[config.mk]
export PLATFORM = sky130hd
export DESIGN_NAME = mem_wb_pipe_buffer
export DESIGN_NICKNAME = d
export VERILOG_FILES = /design/src/rtl/mem_wb_pipe_buffer.sv
export SDC_FILE = /design/constraint.sdc
export NUM_CORES = 1
export LEC_CHECK = 0
export CORE_MARGIN = 2
export CORE_UTILIZATION = 30
export DETAILED_ROUTE_END_ITERATION = 8
export MAX_ROUTING_LAYER = met4
export PLACE_DENSITY = 0.59
export SYNTH_ARGS = -nofsm -noshare
export SYNTH_HDL_FRONTEND = slang
export SYNTH_SLANG_ARGS = --single-unit
[constraint.sdc]
create_clock -name clk -period 12.22 [get_ports clk]
set_input_delay 2.444 -clock clk [delete_from_list [all_inputs] [get_ports clk]]
set_output_delay 2.444 -clock clk [all_outputs]
set_load 0.05 [all_outputs]
[src/rtl/mem_wb_pipe_buffer.sv]
// MEM/WB stage as a DEPTH-entry in-order buffer with valid/ready handshake,
// write-back sanitising for miss loads and $zero, and a saturating miss counter.
module mem_wb_pipe_buffer #(
   parameter int DATA_W     = 32,
   parameter int REG_ADDR_W = 5,
   parameter int DEPTH      = 2,
   parameter int MISS_CNT_W = 16
) (
   input  logic                           clk,
   input  logic                           rst_n,
   input  logic                           flush,
   input  logic                           in_valid,
   output logic                           in_ready,
   input  logic                           in_hit,
   input  logic [DATA_W-1:0]              in_read_data,
   input  logic [DATA_W-1:0]              in_alu_result,
   input  logic [REG_ADDR_W-1:0]          in_write_reg,
   input  logic                           in_reg_write,
   input  logic                           in_mem_to_reg,
   output logic                           out_valid,
   input  logic                           out_ready,
   output logic                           out_hit,
   output logic [DATA_W-1:0]              out_read_data,
   output logic [DATA_W-1:0]              out_alu_result,
   output logic [REG_ADDR_W-1:0]          out_write_reg,
   output logic                           out_reg_write,
   output logic                           out_mem_to_reg,
   output logic [DATA_W-1:0]              out_wb_data,
   output logic [$clog2(DEPTH+1)-1:0]     count,
   output logic [MISS_CNT_W-1:0]          miss_cnt
);

   localparam int CNT_W = $clog2(DEPTH + 1);
   localparam int PTR_W = (DEPTH > 1) ? $clog2(DEPTH) : 1;
   localparam logic [CNT_W-1:0] FULL    = CNT_W'(DEPTH);
   localparam logic [PTR_W-1:0] LAST    = PTR_W'(DEPTH - 1);

   typedef struct packed {
      logic                  hit;
      logic [DATA_W-1:0]     readData;
      logic [DATA_W-1:0]     aluResult;
      logic [REG_ADDR_W-1:0] writeReg;
      logic                  regWrite;
      logic                  memToReg;
   } entry_t;

   entry_t           store [DEPTH];
   entry_t           inEntry;
   entry_t           head;
   logic [PTR_W-1:0] wrPtr, rdPtr;
   logic             push, pop, missLoad;

   function automatic logic [PTR_W-1:0] nextPtr(input logic [PTR_W-1:0] p);
      return (p == LAST) ? '0 : p + PTR_W'(1);
   endfunction

   // in_ready comes straight from the occupancy register, so a full buffer
   // refuses input even on a cycle where the head is being popped.
   assign in_ready  = (count < FULL);
   assign out_valid = (count != '0);
   assign push      = in_valid & in_ready & ~flush;
   assign pop       = out_valid & out_ready & ~flush;
   assign missLoad  = in_mem_to_reg & ~in_hit;

   always_comb begin
      inEntry           = '0;
      inEntry.hit       = in_hit;
      inEntry.readData  = in_read_data;
      inEntry.aluResult = in_alu_result;
      inEntry.writeReg  = in_write_reg;
      inEntry.memToReg  = in_mem_to_reg;
      inEntry.regWrite  = in_reg_write & ~missLoad & (in_write_reg != '0);
   end

   always_ff @(posedge clk or negedge rst_n) begin
      if (!rst_n) begin
         count    <= '0;
         wrPtr    <= '0;
         rdPtr    <= '0;
         miss_cnt <= '0;
      end else begin
         if (flush) begin
            count <= '0;
            wrPtr <= '0;
            rdPtr <= '0;
         end else begin
            if (push) wrPtr <= nextPtr(wrPtr);
            if (pop)  rdPtr <= nextPtr(rdPtr);
            case ({push, pop})
               2'b10:   count <= count + CNT_W'(1);
               2'b01:   count <= count - CNT_W'(1);
               default: count <= count;
            endcase
         end
         if (push && missLoad && (miss_cnt != '1))
            miss_cnt <= miss_cnt + MISS_CNT_W'(1);
      end
   end

   // Storage is not reset; out_valid masks whatever it holds.
   always_ff @(posedge clk) begin
      if (push) store[wrPtr] <= inEntry;
   end

   assign head           = out_valid ? store[rdPtr] : '0;
   assign out_hit        = head.hit;
   assign out_read_data  = head.readData;
   assign out_alu_result = head.aluResult;
   assign out_write_reg  = head.writeReg;
   assign out_reg_write  = head.regWrite;
   assign out_mem_to_reg = head.memToReg;
   assign out_wb_data    = head.memToReg ? head.readData : head.aluResult;

endmodule

==> reports/metrics.yaml <==
root_buffer: "clkbuf_16"
finClkSkew_ns: 0.0102
routed_wl_mm: 15.4
drv_slew: 0
hold-path-endpoint: "miss_cnt[15]"
crit_buf_inv: 1
timing.setup.tns_ns: 0
netlist_instances: 439
area_growth_pct: 42.5
grt_max_degree: 73
drc_errors: 0
synth_simple_gate_area_share_pct: 8.82
finalSetupViolCount: 0
synth_top_family_by_area: "multiplexers"
dieArea_sq_um: 24000
fin_crit_ns: 5.97
ant_nets: 0
cp_cell_sequence: "mux2i_1, nor2_4, mux2_2, clkdlybuf4s50_1"
rows: 55
via_per_inst: 4.59
layout.nets: 722
antenna_cells: 0
synth_top_area_share_pct: 63.4
synth_commonest_cells: "edfxtp_1 (144), nor2_1 (78), mux2i_1 (73)"
core-area_sq_um: 22500
r2r_start: "count[1]"
relSlewSlack_pct: 26.1
synth_largest_area_cell: "edfxtp_1"
io_pins: 201
critPathTopFamily: "flip-flops"
drv_cap: 0
cp.arrival_ns: 3.53
drtPass1Iterations: 4
r2r_slack_ns: 10.08
ys_seq_area_share_pct: 70.7
cts-resized-gates: 0
max_stage_delay_ns: 0.87
post-route-period-util_pct: 48.9
ys_types: 34
cts_setup_buffers: 0
ys.warnings.count: 0
tightest_slew_ns: 1.11
wl_per_cell_microns: 16.4
globalplace.congestion: 0.822
cp.depth: 4
critPathLaunchType: "flip-flop"
cts.clk_slew.worst_paths_ns: 0.07
finalNonFillerCells: 942
worstSkewPairLatency_ns: 0.41
drive_above_1_share_pct: 12.3
cts.path.max_buffers: 2
yosysMostFrequentCell: "edfxtp_1"
synth-main-ff-cell: "edfxtp_1"
synthTopCellsByArea: "edfxtp_1 (63%), mux2i_1 (11%), dfrtp_1 (7.3%)"
ys_ff_latch: 164
cts_buffers: 17
pre_cts_ws_ns: 6.53
status: "completed"
max_freq_mhz: 167
hpwl_mm: 10.3
path_class: "flip-flop to primary output"
hold_path_class: "flip-flop to flip-flop"
antenna_found_initial: 0
power_density_nw_per_um2: 151
grt_usage_pct: 13.5
async_flop_share_pct: 12.2
cp.required_ns: 9.78
syn_area_sq_um: 6820
p_leak_nw: 3.33
synthAdderAreaFrac_pct: 0.183
worstPathMaxFanout: 39
grt_pass1_vias: 4603
dp_cells: 910
io_buffers: 200
initial_utilization_pct: 30.3
holdCritStartpoint: "miss_cnt[15]"
r2r_cells: 2
vdd_drop_max_mv: 0.100
hold_viol: 0
syn_nets: 517
synth_compound_area_share_pct: 0.293
rsz0062_at_grt: "no"
synth_xor_area_share_pct: 2.18
syn_area_per_cell_sq_um: 15.5
grt_overflow: 0
muxShareOfSynthArea_pct: 16.2
hold_path_depth: 1
grt_pass1_wl_mm: 24.2
cts_tree: "done"
cts.sinks: 164
critPathSlowestCell: "dfrtp_4"
dieWidth_microns: 155
power_w: 0.00147
num_vias: 4320
h-tree-depth: 4
crit_start: "rdPtr"
die_y_microns: 155
dr.first_iter.drc_count: 182
worst_setup_path_end_kind: "primary output"
synth_enable_flop_cells: 144
worst_slack_ns: 6.25
holdBufCountCts: 0
r2r-end: "store[1][25]"
## stage by stage
stage | hold slack, ns | area, sq um | utilization, %
global route | 0.535 | 9720 | 43.2
CTS | 0.514 | 9720 | 43.2
finish | 0.511 | 9720 | 43.2
global placement | 0.506 | 9150 | 40.6
detailed placement | 0.494 | 9150 | 40.6
floorplan | 0.512 | 6820 | -
## flip-flops by register name (all words and copies together) (netlist names)
register  count
count         2
rdPtr         1
miss_cnt     16
wrPtr         1
store       144
## power breakdown
group	switching, W	internal, W	leakage, nW
logic	0.000181	0.000107	1.48
clock network	0.000219	0.000304	0.269
registers	0.0000195	0.000637	1.58
total	0.000420	0.00105	3.33
## metal layers
layer  routed length (microns)  up-vias  GRT usage, %  share of wire, %
li1                          -     2035             -                 -
met1                      6710     2139          15.8                43
met2                      7820      135          23.0                51
met3                       797       11          3.75               5.2
met4                       112        0          3.40              0.73
met5                         0        -             -                 0
## worst max path at each step
stage / slack [ns] / end
2_1_floorplan: 4.17 / store[0][0]
3_3_place_gp: 6.64 / out_wb_data[1]
3_5_place_dp: 6.53 / out_wb_data[16]
4_1_cts: 6.08 / out_wb_data[16]
5_1_grt: 6.00 / out_wb_data[16]
6_report: 6.25 / out_wb_data[16]
## kinds of logic after synthesis
family | count (synthesis)
DFF | 164
and+or+nand+nor | 124
muxes | 106
buffers and inverters | 23
xor gates and xnor gates | 17
AOI/OAI and AO/OA | 4
adders and majority gates | 1
## worst register-to-register path, stage by stage, from the launching register on
cell,delay (ns)
dfrtp_1,0.49
nor3b_2,0.33
and2_4,0.88
## layout make-up
class / count / area (sq um)
Inverter: 4 / 15.0
Multi-Input combinational cell: 252 / 1910
Clock buffer: 19 / 433
Tap cell: 285 / 357
Fill cell: 2065 / 12800
Timing Repair Buffer: 205 / 2040
Clock inverter: 13 / 146
Sequential cell: 164 / 4830
## cells in the final DEF (no fill, tap or decap), types with 5 or more instances in the layout
cell	n
dfrtp_1	19
mux2_2	33
edfxtp_1	144
mux2i_1	73
clkbuf_16	17
nor3_1	6
buf_4	5
clkdlybuf4s50_1	200
xor2_1	16
nand2_1	6
nor2_1	77
nand3_1	5
(Power assumes the default switching activity.)
